## src/rtl/fifo_rd_stream.sv

```systemverilog
// Drains an 8-bit synchronous FIFO (one-cycle read latency) into a valid/ready byte stream.
// Reads are issued only when the local buffer can absorb every byte already requested.
module fifo_rd_stream #(
  parameter int DATA_W    = 8,
  parameter int BUF_DEPTH = 4,
  parameter int CNT_W     = 16
) (
  input  logic              clk,
  input  logic              rst,
  input  logic              en,
  input  logic              empt,
  input  logic [DATA_W-1:0] fifo_data,
  output logic              rd_en,
  output logic [DATA_W-1:0] m_data,
  output logic              m_valid,
  input  logic              m_ready,
  output logic              busy,
  output logic [CNT_W-1:0]  byte_cnt
);

  localparam int PTR_W = $clog2(BUF_DEPTH);
  localparam int CB_W  = $clog2(BUF_DEPTH + 1);
  localparam int OCC_W = CB_W + 1;
  localparam logic [OCC_W-1:0] DEPTH_V = OCC_W'(BUF_DEPTH);

  if ((BUF_DEPTH < 2) || ((BUF_DEPTH & (BUF_DEPTH - 1)) != 0)) begin : g_depth_check
    $error("fifo_rd_stream: BUF_DEPTH must be a power of two and at least 2");
  end

  logic [DATA_W-1:0] mem_q [BUF_DEPTH];
  logic [DATA_W-1:0] mem_d [BUF_DEPTH];
  logic [PTR_W-1:0]  wr_ptr_q, wr_ptr_d;
  logic [PTR_W-1:0]  rd_ptr_q, rd_ptr_d;
  logic [CB_W-1:0]   count_q, count_d;
  logic              inflight_q, inflight_d;
  logic [CNT_W-1:0]  byte_cnt_q, byte_cnt_d;
  logic [OCC_W-1:0]  occ;
  logic              pop;

  // Occupancy includes the in-flight byte so a capture can never land on a full buffer.
  assign occ      = OCC_W'(count_q) + OCC_W'(inflight_q);
  assign rd_en    = ~rst & en & ~empt & (occ < DEPTH_V);
  assign m_valid  = (count_q != '0);
  assign m_data   = m_valid ? mem_q[rd_ptr_q] : '0;
  assign pop      = m_valid & m_ready;
  assign busy     = m_valid | inflight_q;
  assign byte_cnt = byte_cnt_q;

  always_comb begin
    mem_d      = mem_q;
    wr_ptr_d   = wr_ptr_q;
    rd_ptr_d   = rd_ptr_q;
    count_d    = count_q;
    byte_cnt_d = byte_cnt_q;
    inflight_d = rd_en;

    if (inflight_q) begin
      mem_d[wr_ptr_q] = fifo_data;
      wr_ptr_d        = wr_ptr_q + PTR_W'(1);
    end

    if (pop) begin
      rd_ptr_d   = rd_ptr_q + PTR_W'(1);
      byte_cnt_d = byte_cnt_q + CNT_W'(1);
    end

    case ({inflight_q, pop})
      2'b10:   count_d = count_q + CB_W'(1);
      2'b01:   count_d = count_q - CB_W'(1);
      default: count_d = count_q;
    endcase
  end

  always_ff @(posedge clk) begin
    if (rst) begin
      wr_ptr_q   <= '0;
      rd_ptr_q   <= '0;
      count_q    <= '0;
      inflight_q <= 1'b0;
      byte_cnt_q <= '0;
    end else begin
      wr_ptr_q   <= wr_ptr_d;
      rd_ptr_q   <= rd_ptr_d;
      count_q    <= count_d;
      inflight_q <= inflight_d;
      byte_cnt_q <= byte_cnt_d;
    end
  end

  // Storage is data only; stale contents are masked by m_valid after reset.
  always_ff @(posedge clk) begin
    mem_q <= mem_d;
  end

endmodule

```

## config.mk

```make
export PLATFORM = sky130hd
export DESIGN_NAME = fifo_rd_stream
export DESIGN_NICKNAME = d
export VERILOG_FILES = /design/src/rtl/fifo_rd_stream.sv
export SDC_FILE = /design/constraint.sdc
export NUM_CORES = 1
export LEC_CHECK = 0
export ABC_AREA = 1
export CAP_MARGIN = 10
export CORE_AREA = 2 2 95 97
export DETAILED_ROUTE_END_ITERATION = 16
export DIE_AREA = 0 0 97 99
export SLEW_MARGIN = 40
export SYNTH_ARGS = -nofsm -noshare
export SYNTH_HDL_FRONTEND = slang
export SYNTH_SLANG_ARGS = --single-unit
```

## constraint.sdc

```tcl
create_clock -name clk -period 1.95 [get_ports clk]
set_input_delay 0.2925 -clock clk [delete_from_list [all_inputs] [get_ports clk]]
set_output_delay 0.2925 -clock clk [all_outputs]
set_load 0.01 [all_outputs]
```

### Word-level counts from Yosys, hierarchy flattened

Index checks and enable logic that the tools add are counted.

| word-level totals | value |
|---|---|
| output and inout bits | 27 |
| bits in registers | 56 |

| cells by class | value |
|---|---|
| equal/unequal tests | 2 |
| order comparisons | 4 |
| muxes and demuxes | 8 |
| bitwise operators | 9 |
| reductions and logical operators | 3 |
| add/subtract/negate cells | 6 |

Operators with widths:

| kind | count |
|---|---|
| bitwise mux 32 bit | 1 |
| two-way mux 8 bit | 4 |
| adder 16 x 1 -> 16 bit, second input constant | 1 |
| binary-select mux 8 bit (select 2 bit) | 1 |
| demux 8 bit (select 2 bit) | 1 |
| greater-or-equal comparator 3 bit, second input constant | 2 |
| NOT 2 -> 3 bit | 2 |
| case mux 3 bit (2 select lines) | 1 |
| adder 2 x 1 -> 2 bit, second input constant | 2 |
| adder 3 x 1 -> 4 bit | 1 |
| bitwise AND 1 bit | 4 |
| less-than comparator 4 x 3 -> 1 bit, second input constant | 1 |
| adder 3 x 1 -> 3 bit, second input constant | 1 |
| less-than comparator 3 x 1 -> 1 bit, second input constant | 1 |
| nonzero test 3 bit | 1 |
| subtractor 3 x 1 -> 3 bit, second input constant | 1 |
| equality test 2 x 1 -> 1 bit, second input constant | 1 |
| equality test 2 bit, second input constant | 1 |
| NOT 1 bit | 2 |
| nonzero test 2 bit | 1 |
| logical AND 1 bit | 1 |
| bitwise OR 1 bit | 1 |

### Longest topological paths before layout

Gate-level depths: netlist of the first run.

| depth | value |
|---|---|
| depth in word-level cells | 6 |
| depth in mapped cells | 9 |
| depth with buffers taken out | 9 |

### Worst setup path after synthesis of the first run

Ideal clock, no wire load.

| timing | value |
|---|---|
| kind | reg-to-reg |
| start point | reg count_q[2] |
| end point | reg count_q[2] |
| stages on the path, launching flop included | 10 |
| clock period less this slack | 1765 ps |
| data required time | 1836 ps |
| library setup time | 114 ps |
| path slack | 185 ps |
| arrival time | 1651 ps |
| cells stage by stage | dfxtp_1 > inv_1 > a21boi_4 > ha_1 > inv_1 > fa_1 > a21oi_1 > o21ai_0 > xor2_1 > nor2_1 |

| on the way | value |
|---|---|
| word-level cells in the longest chain between the ends | 4 |

Ends and longest elaborated chain:

| element | RTL line | RTL |
|---|---|---|
| start: declaration | 34 | `logic [CB_W-1:0] count_q, count_d;` |
| start signal: assignment | 84 | `count_q <= count_d;` |
| nonzero test 3 bit | 43 | `assign m_valid = (count_q != '0);` |
| bitwise AND 1 bit | 45 | `assign pop = m_valid & m_ready;` |
| equality test 2 x 1 -> 1 bit or equality test 2 bit (tied branches) | 67 | `case ({inflight_q, pop})` |
| case mux 3 bit (2 select lines) or nonzero test 2 bit (tied branches) | -- |  |

Parallel ways exist; a longest one is shown, timed or not.
A chain may end at the register's enable or synchronous reset.

### Worst setup path in the final report of the first run

| timing | value |
|---|---|
| start point | reg rd_ptr_q[1] |
| end point | out m_data[6] |

| on the way | value |
|---|---|
| word-level cells in the longest chain between the ends | 5 |

Ends and longest elaborated chain:

| element | RTL line | RTL |
|---|---|---|
| start: declaration | 33 | `logic [PTR_W-1:0] rd_ptr_q, rd_ptr_d;` |
| start signal: assignment | 83 | `rd_ptr_q <= rd_ptr_d;` |
| NOT 2 -> 3 bit (not written as such) | 44 | `assign m_data = m_valid ? mem_q[rd_ptr_q] : '0;` |
| binary-select mux 8 bit (select 2 bit) | 44 |  |
| two-way mux 8 bit (not written as such) (2 in series) | 44 |  |
| two-way mux 8 bit | 44 |  |
| end: declaration | 14 | `output logic [DATA_W-1:0] m_data,` |

Every way passes these cells. The select of a mux whose other input is x is not followed.

==> summary.txt, run 1 <==
Status
  • Status: finished, final reports clean

Drt
  • First drt pass iteration count: 4
  • Vias: 1924
  • Routed Antenna Nets: 0
  • DRC viols: 0
  • First-iteration detailed-routing DRC count: 37
  • WL final: 5431 um
  • Vias per inst: 4.373
  • Wirelength per Cell: 12.34 um

Global route
  • Largest net degree at the start of global routing: 19
  • Vias in the first global route: 1878
  • All-layer global routing usage: 0.1203
  • First-pass GRT wire length: 9114 um
  • Initial antenna violation count: 0
  • GR Overflow Total: 0

Power and ir drop
  • Switching power: 723.7 uW
  • Switch share: 0.2883
  • Flop pwr share: 0.523
  • Pwr/cell area: 778.6 mW/mm^2
  • Max VDD drop: 0.0003400 V
  • Pleak: 0.001250 uW
  • Comb pwr share: 0.215
  • Clock group share of total power: 0.262
  • Internal power: 1787 uW

Finish
  • P&R area growth vs syn: 28.02%
  • Register area: 0.001446 mm^2
  • Fillers: 877
  • Area of the multi-input gates: 929.6 um^2
  • Util after Layout: 0.3771
  • Layout Nets: 351
  • Number of diodes: 0
  • Share of layout cells above drive strength 1: 0.1235

Synthesis
  • Synth area leader: edfxtp_1
  • Top cell type's share of synthesized area: 0.3815
  • Ranking of synthesized cells by area: edfxtp_1, dfxtp_1, nor2_1
  • Synthesized cell area: 0.002519 mm^2
  • Async SR Flop Fraction: 0
  • Post-synth EDFFs: 32
  • Sequential element share of the synthesized area: 0.5723
  • Synthesized area per cell: 9.093 um^2
  • Synth top cells by count: nor2_1, nand2_1, inv_1
  • Synth unique cells: 29
  • Leading cell type by number of instances after synthesis: nor2_1
  • Most used DFF post-synth: edfxtp_1
  • Synth Register Bits: 56
  • Synth warn: 0
  • Mapped Nets: 297
  • Syn Inst Count: 277

Critical path
  • CP startpoint kind: flip-flop
  • Worst Setup End Kind: output port
  • Slowest stage cell on the critical path: dfxtp_1
  • CP Buf/Inv Count: 3
  • Slowest stage delay, CP: 0.34 ns
  • Critical-path maximum fanout: 9
  • Worst EP required: 1.66 ns
  • Crit path DAT: 1.55 ns
  • Critical path start-end classification: reg -> out
  • Worst path top cell family by delay: buffers and inverters
  • Worst-path cell chain: clkinv_1, buf_4, nor2_1, o21ai_0, a21oi_1, dlygate4sd2_1

CTS
  • Worst-path clk slew: 0.10 ns
  • Clock Latency Late Sink: 0.32 ns
  • CTS max path bufs: 2
  • Max H-tree Level: 2
  • TritonCTS Buffers: 5
  • Clock Tree Root: clkbuf_8
  • # clock sinks: 56
  • CTS tree: yes

Timing
  • Setup violations, final: 0
  • Final Skew: 0.01570 ns
  • Final worst slack: 0.1056 ns
  • Actual slew at the worst max-slew pin: 0.5453 ns
  • Final Hold Fails: 0
  • Rel. slew slack: 0.6361
  • Unrepaired setup endpoints after global routing: false
  • F_max: 542.2 MHz
  • Pins Over Slew Limit: 0
  • Fin crit share: 0.9459
  • Period minus WS final: 1.844 ns

Placed design
  • GP Congestion: 0.7385
  • Place WS: -0.2278 ns
  • IO Port Bufs: 39
  • DPL Wire Length: 3805 um

Worst hold path
  • Worst hold path class: reg -> reg

Floorplanning
  • Die width: 97 um
  • Core ar.: 0.008551 mm^2
  • IO Count: 40
  • Initial core utilization: 0.2946
  • Die area: 0.009603 mm^2
  • Row cnt: 34
  • Die H: 99 um

Job
  • Max_cap viols: 0
[cell families (layout without fill, tap and decap cells)]
kind of cell,count (synthesis),count (layout),share of synthesized area
AOI/OAI and AO/OA,50,50,0.1068
xor gates and xnor gates,3,3,0.01043
adders and majority gates,7,7,0.03775
buffers and inverters,41,96,0.06309
DFF,56,56,0.5723
and+or+nand+nor,120,120,0.2096
[worst register-to-register path, cell delays in order (launching register included)]
cell and delay [ns]:
dfxtp_2 0.36, nor2_4 0.05, buf_4 0.13, a21boi_4 0.12, ha_1 0.16, inv_1 0.06, fa_2 0.35, a21oi_2 0.13
o21ai_0 0.11, xor2_1 0.15, nor2_1 0.08
[state kept, by name, indices dropped and copies added, names as in the netlist]
signal	cells
byte_cnt	16
count_q	3
inflight_q	1
mem_q	32
rd_ptr_q	2
wr_ptr_q	2
[power groups by stage]
stage | Combinational [uW] | Clock, uW | Sequential, uW
after global placement | 554 | 0 | 1330
final | 541 | 658 | 1310
after detailed placement | 563 | 0 | 1330
after CTS | 538 | 677 | 1310
after floorplan | 266 | 0 | 1330
after global routing | 593 | 730 | 1320
[what timing repair did]
item	in CTS	in global routing
hold buffers	0	0
resized for setup	14	6
pin swaps	0	2
endpoints found under the setup margin	10	3
buffers inserted	0	1
[final timing paths]
| check | startpoint | endpoint | slack [ns] | cells past startpoint |
|---|---|---|---|---|
| worst max-delay path | rd_ptr_q[1] | m_data[6] | 0.11 | 6 |
| worst min-delay path | count_q[2] | count_q[2] | 0.52 | 2 |
| worst max register to register | count_q[1] | count_q[2] | 0.17 | 10 |
| worst min register to register | count_q[2] | count_q[2] | 0.52 | 2 |
[placed cells by master (no fill, tap or decap), types with 2 or more instances in the layout]
cell | netlist | routed
nor2_1 | 56 | 56
nand2_1 | 39 | 39
inv_1 | 33 | 32
edfxtp_1 | 32 | 32
clkdlybuf4s50_1 | 0 | 29
o21ai_0 | 25 | 25
dfxtp_1 | 24 | 20
a21oi_1 | 19 | 18
buf_4 | 0 | 12
dlygate4sd2_1 | 0 | 8
nand3_1 | 7 | 7
ha_1 | 6 | 6
clkbuf_8 | 0 | 5
nand4_1 | 4 | 4
dfxtp_2 | 0 | 4
nor2_4 | 2 | 3
nor3_1 | 3 | 3
inv_2 | 1 | 2
nand2_4 | 2 | 2
clkinv_1 | 2 | 2
a31oi_1 | 2 | 2
nor2_2 | 3 | 2
o21ai_1 | 2 | 2
xor2_1 | 2 | 2
[final cells by class]
type	instances	share of cell area
clock buffers	5	0.02134
flip-flops and latches	56	0.4486
multi-input cells	180	0.2883
repair buffers	52	0.1513
clock inverters	3	0.006597
inverters	36	0.04191
well taps	108	0.04191
[through the flow]
| step | hold WS [ns] | area [um^2] | setup TNS, ns | cells | total power (uW) |
|---|---|---|---|---|---|
| after floorplan | 0.3616 | 2519 | 0 | 277 | 1597 |
| after global placement | 0.4842 | 3123 | -0.2866 | 431 | 1887 |
| after detailed placement | 0.5025 | 3123 | -0.3696 | 431 | 1897 |
| after CTS | 0.5217 | 3211 | 0 | 439 | 2527 |
| after global routing | 0.5564 | 3224 | 0 | 440 | 2641 |
| final | 0.5169 | 3224 | 0 | 440 | 2511 |
[routing by layer]
metal  track usage  share of wire
met5             0              0
met1        0.1444           0.46
met2        0.2099           0.49
met4       0.03575          0.012
met3       0.03475          0.036
Power figures use the tool's default switching activity.
==> run 2, diff against run 1 <==
--- a/config.mk
+++ b/config.mk
@@ -7,9 +7,11 @@
 export LEC_CHECK = 0
 export ABC_AREA = 1
 export CAP_MARGIN = 10
-export CORE_AREA = 2 2 95 97
+export CORE_AREA = 2 2 88 90
 export DETAILED_ROUTE_END_ITERATION = 16
-export DIE_AREA = 0 0 97 99
+export DIE_AREA = 0 0 90 92
+export PLACE_DENSITY = 0.66
+export REMOVE_ABC_BUFFERS = 1
 export SLEW_MARGIN = 40
 export SYNTH_ARGS = -nofsm -noshare
 export SYNTH_HDL_FRONTEND = slang
==> summary.txt, run 2 (same netlist as run 1, synthesis figures left out) <==
CTS
  • CTS max path bufs: 2 (unchanged)
  • Clock Tree Root: clkbuf_8
  • Max H-tree Level: 2 (unchanged)
  • Worst-path clk slew: 0.12 ns (+0.02 ns)
  • Clock Latency Late Sink: 0.33 ns (about the same)
  • TritonCTS Buffers: 5 (unchanged)
  • # clock sinks: 56 (unchanged)
  • CTS tree: yes
  • Hold Buf Count CTS: 0 (unchanged)

Critical path
  • Critical path start-end classification: reg -> out
  • Critical-path maximum fanout: 17 (+8)
  • Worst EP required: 1.66 ns (about the same)
  • CP startpoint kind: flip-flop
  • Worst Setup End Kind: output port
  • Crit path DAT: 1.51 ns (-0.04 ns)

Placed design
  • IO Port Bufs: 39 (unchanged)
  • DPL Wire Length: 3664 um (-3.7%)
  • GP Congestion: 0.8321 (+13%)

Timing
  • Final Skew: 0.01562 ns (-0.00008370 ns)
  • Final Hold Fails: 0 (unchanged)
  • Rel. slew slack: 0.6353 (-0.0007840)
  • Pins Over Slew Limit: 0 (unchanged)
  • Fin crit share: 0.9224 (-0.02350)
  • F_max: 556.0 MHz (+2.5%)
  • Period minus WS final: 1.799 ns (-0.04582 ns)
  • Setup violations, final: 0 (unchanged)
  • Unrepaired setup endpoints after global routing: false
  • Actual slew at the worst max-slew pin: 0.5464 ns (+0.001175 ns)

Finish
  • Most flops, register: mem_q
  • Layout Nets: 353 (+0.57%)
  • Util after Layout: 0.4313 (+0.05420)
  • P&R area growth vs syn: 27.52%
  • Fillers: 772 (-12%)
  • Number of diodes: 0 (unchanged)
  • Most frequent cells in the layout: nor2_1, nand2_1, inv_1
  • Max reg flops: 32 (unchanged)
  • Share of layout cells above drive strength 1: 0.1287 (+0.005249)
  • Commonest non-fill, non-tap cell in the layout: nor2_1

Global route
  • Initial antenna violation count: 0 (unchanged)
  • GR Overflow Total: 0 (unchanged)
  • First-pass GRT wire length: 8880 um (-2.6%)
  • All-layer global routing usage: 0.1339 (+0.01360)
  • Vias in the first global route: 1863 (-0.80%)
  • Largest net degree at the start of global routing: 20 (+1)

Floorplanning
  • Die area: 0.008280 mm^2 (-14%)
  • Core ar.: 0.007447 mm^2 (-13%)
  • Die width: 90 um (-7.2%)
  • Row cnt: 32 (-5.9%)
  • IO Count: 40 (unchanged)
  • Initial core utilization: 0.3382 (+0.04365)
  • Die H: 92 um (-7.1%)

Job
  • Max_cap viols: 0 (unchanged)

Drt
  • Routed Antenna Nets: 0 (unchanged)
  • Vias per inst: 4.461 (+2.0%)
  • DRC viols: 0 (unchanged)
  • First drt pass iteration count: 4 (unchanged)
  • Vias: 1945 (+1.1%)
  • First-iteration detailed-routing DRC count: 68 (+84%)
  • WL final: 5340 um (-1.7%)
  • Wirelength per Cell: 12.25 um (-0.77%)

Power and ir drop
  • Pleak: 0.001235 uW (-1.2%)
  • Max VDD drop: 0.0003008 V (-12%)
  • Pwr/cell area: 786.2 mW/mm^2 (+0.97%)
  • Total power: 2525 uW (+0.58%)

Worst hold path
  • Worst hold path class: reg -> reg

Status
  • Status: finished, final reports clean
run 2: changes by cell type in the layout (fill, tap and decap cells not counted), moves of 2 or more:
cell,previous run,this run
dlygate4sd2_1,8,5
clkbuf_2,1,4
buf_4,12,14
dfxtp_2,4,1
dfxtp_1,20,22
run 2: final timing paths:
check,start,to,slack [ns],cells past startpoint
setup / recovery,rd_ptr_q[0],m_data[3],0.15,4
hold / removal,rd_ptr_q[1],rd_ptr_q[1],0.51,2
setup reg to reg,count_q[1],count_q[2],0.16,10
hold reg to reg,rd_ptr_q[1],rd_ptr_q[1],0.51,2
run 2: critical path, cell delays in order, from the launching register on:
cell	delay [ns]
dfxtp_4	0.38
inv_2	0.22
o21ai_0	0.15
a21oi_1	0.18
clkdlybuf4s15_1	0.26
run 2: per-layer routing:
layer / wire length [um] / share of wire / global-route usage / vias up
met1: 2554 / 0.48 / 0.1700 / 883
met2: 2511 / 0.47 / 0.2249 / 45
met3: 246 / 0.046 / 0.03615 / 2
met5: 0 / 0 / 0 / -
met4: 27 / 0.0051 / 0.03846 / 0
li1: - / - / - / 1015
run 2: what timing repair did:
item,CTS,global route
endpoints found under the setup margin,10,8
pin swaps,1,3
gates resized for setup,13,14
buffers inserted,1,0
gates cloned,0,0
run 2: area by class of cell:
type | count | area, um^2 | share of cell area
clock buffers | 5 | 68.82 | 0.02143
multi-input cells | 180 | 925.9 | 0.2883
inverters | 36 | 135.1 | 0.04207
repair buffers | 54 | 480.5 | 0.1496
well taps | 102 | 127.6 | 0.03973
clock inverters | 3 | 27.53 | 0.008570
flip-flops and latches | 56 | 1446 | 0.4503
run 2: metrics by stage:
stage | std cells | setup TNS [ns] | cell area (um^2) | setup WS, ns | hold slack (ns)
floorplan | 272 | 0 | 2495 | 0.1850 | 0.3616
global placement | 427 | -0.1394 | 3118 | -0.1063 | 0.4864
detailed placement | 427 | -0.2222 | 3118 | -0.1625 | 0.4859
CTS | 436 | 0 | 3219 | 0.06542 | 0.5035
global route | 436 | 0 | 3212 | 0.01745 | 0.5343
finish | 436 | 0 | 3212 | 0.1514 | 0.5069
run 2: report_power, final:
group | leakage, uW | internal (uW) | total [uW] | switching [uW]
clock | 0.0000463 | 265 | 687 | 422
sequential | 0.000485 | 1280 | 1310 | 29.0
combinational | 0.000704 | 235 | 526 | 292
==> run 3, diff against run 2 <==
--- a/config.mk
+++ b/config.mk
@@ -8,11 +8,13 @@
 export ABC_AREA = 1
 export CAP_MARGIN = 10
 export CORE_AREA = 2 2 88 90
+export CTS_CLUSTER_DIAMETER = 60
 export DETAILED_ROUTE_END_ITERATION = 16
 export DIE_AREA = 0 0 90 92
 export PLACE_DENSITY = 0.66
 export REMOVE_ABC_BUFFERS = 1
-export SLEW_MARGIN = 40
+export SLEW_MARGIN = 20
 export SYNTH_ARGS = -nofsm -noshare
 export SYNTH_HDL_FRONTEND = slang
 export SYNTH_SLANG_ARGS = --single-unit
+export TNS_END_PERCENT = 5
==> summary.txt, run 3 (same netlist as run 1, synthesis figures left out) <==
Status
  • Status: finished, final reports clean

Timing
  • Setup violations, final: 0 (unchanged)
  • Final Skew: 0.009836 ns (-0.005779 ns)
  • Pins Over Slew Limit: 0 (unchanged)
  • Final Hold Fails: 0 (unchanged)
  • Actual slew at the worst max-slew pin: 0.5382 ns (-0.008177 ns)
  • Unrepaired setup endpoints after global routing: true
  • Period minus WS final: 1.830 ns (+0.03122 ns)
  • Rel. slew slack: 0.6408 (+0.005457)
  • F_max: 546.5 MHz (-1.7%)
  • Fin crit share: 0.9384 (+0.01601)

Global route
  • Vias in the first global route: 1856 (-0.38%)
  • All-layer global routing usage: 0.1335 (-0.0003537)
  • Largest net degree at the start of global routing: 20 (unchanged)
  • Initial antenna violation count: 0 (unchanged)
  • First-pass GRT wire length: 8866 um (-0.16%)
  • GR Overflow Total: 0 (unchanged)

Floorplanning
  • IO Count: 40 (unchanged)
  • Core ar.: 0.007447 mm^2 (unchanged)
  • Row cnt: 32 (unchanged)
  • Die area: 0.008280 mm^2 (unchanged)
  • Die width: 90 um (unchanged)
  • Die H: 92 um (unchanged)
  • Initial core utilization: 0.3382 (unchanged)

Critical path
  • Critical-path maximum fanout: 2 (-15)
  • Worst Setup End Kind: flip-flop
  • Worst-path cell chain: inv_1, buf_4, a21boi_4, ha_1, inv_1, fa_1, a21oi_1, o21ai_1, xor2_1, nor2_1
  • CP startpoint kind: flip-flop
  • Critical path start-end classification: reg -> reg
  • Slowest stage delay, CP: 0.38 ns (about the same)
  • Crit path DAT: 2.05 ns (+0.54 ns)
  • Worst EP required: 2.17 ns (+0.51 ns)
  • Worst path top cell family by delay: adder cells
  • Slowest stage cell on the critical path: fa_1
  • Crit-path most repeated cell: inv_1
  • CP Buf/Inv Count: 3 (+1)

Finish
  • Fillers: 772 (unchanged)
  • Final Instance Count excl. Fillers: 435 (-0.23%)
  • Commonest non-fill, non-tap cell in the layout: nor2_1
  • Share of layout cells above drive strength 1: 0.1231 (-0.005619)
  • Layout Nets: 352 (-0.28%)
  • Register area: 0.001444 mm^2 (-0.17%)
  • Max reg flops: 32 (unchanged)
  • Most flops, register: mem_q
  • Number of diodes: 0 (unchanged)
  • Area of the multi-input gates: 923.4 um^2 (-0.27%)
  • Most frequent cells in the layout: nor2_1, nand2_1, inv_1
  • P&R area growth vs syn: 27.02%

Drt
  • WL final: 5308 um (-0.60%)
  • First-iteration detailed-routing DRC count: 61 (-10%)
  • Vias per inst: 4.499 (+0.85%)
  • Routed Antenna Nets: 0 (unchanged)
  • Wirelength per Cell: 12.20 um (-0.37%)
  • First drt pass iteration count: 5 (+1)
  • DRC viols: 0 (unchanged)
  • Vias: 1957 (+0.62%)

Power and ir drop
  • Pwr/cell area: 782.9 mW/mm^2 (-0.42%)
  • Total power: 2505 uW (-0.81%)
  • Pleak: 0.001230 uW (-0.38%)
  • Max VDD drop: 0.0003000 V (-0.24%)

CTS
  • CTS max path bufs: 2 (unchanged)
  • Clock Tree Root: clkbuf_8
  • Worst-path clk slew: 0.11 ns (about the same)
  • Hold Buf Count CTS: 0 (unchanged)
  • TritonCTS Buffers: 5 (unchanged)
  • Clock Latency Late Sink: 0.32 ns (about the same)
  • Number of setup buffers added after CTS: 0 (-1)
  • Max H-tree Level: 2 (unchanged)
  • CTS tree: yes
  • # clock sinks: 56 (unchanged)

Placed design
  • DPL Wire Length: 3664 um (unchanged)
  • IO Port Bufs: 39 (unchanged)
  • Placed Cells incl. Taps: 427 (unchanged)
  • GP Congestion: 0.8321 (unchanged)

Job
  • Max_cap viols: 0 (unchanged)

Worst hold path
  • Worst hold path class: reg -> reg
[run 3: layout make-up]
class                      count  area share
tap                          102     0.03989
multi-input combinational    180      0.2886
clock buffer                   5     0.02151
clock inverter                 3    0.008604
timing repair buffer          53      0.1478
sequential                    56      0.4513
inverter                      36     0.04224
[run 3: worst paths after layout]
check / startpoint / to / slack (ns) / cells past startpoint
max: count_q[2] / count_q[2] / 0.12 / 10
min: rd_ptr_q[1] / rd_ptr_q[1] / 0.50 / 2
max reg2reg: count_q[2] / count_q[2] / 0.12 / 10
min reg2reg: rd_ptr_q[1] / rd_ptr_q[1] / 0.50 / 2
[run 3: routing by layer]
metal | up-vias | GRT usage | share of wire
met5 | - | 0 | 0
met3 | 7 | 0.03615 | 0.047
met2 | 51 | 0.2243 | 0.47
li1 | 1013 | - | -
met1 | 886 | 0.1695 | 0.47
met4 | 0 | 0.03846 | 0.012
[run 3: worst register-to-register path, cell delays in order, from the launching register on]
cell,delay [ns]
dfxtp_2,0.34
inv_1,0.07
buf_4,0.15
a21boi_4,0.16
ha_1,0.16
inv_1,0.06
fa_1,0.38
a21oi_1,0.15
o21ai_1,0.09
xor2_1,0.14
nor2_1,0.05
[run 3: power by group]
group	switching [uW]	internal [uW]	total, uW	leakage, uW
Sequential	29.2	1280	1310	0.000484
Combinational	289	226	515	0.000700
Clock	414	265	679	0.0000463
[run 3: timing repair]
item	4_1_cts	5_1_grt
gates resized for setup	13	12
gates cloned	0	0
endpoints found under the setup margin	10	8
endpoints found under the hold margin	0	0
pin swaps	1	1
[run 3: stage by stage]
stage | utilization | setup WS, ns | setup TNS (ns) | cell area [um^2] | hold WS (ns)
after CTS | 0.4313 | 0.06542 | 0 | 3212 | 0.5035
after global placement | 0.4187 | -0.1063 | -0.1394 | 3118 | 0.4864
final | 0.4296 | 0.1202 | 0 | 3199 | 0.5004
after detailed placement | 0.4187 | -0.1625 | -0.2222 | 3118 | 0.4859
after floorplan | - | 0.1850 | 0 | 2495 | 0.3616
after global routing | 0.4296 | -0.01564 | -0.03829 | 3199 | 0.5343
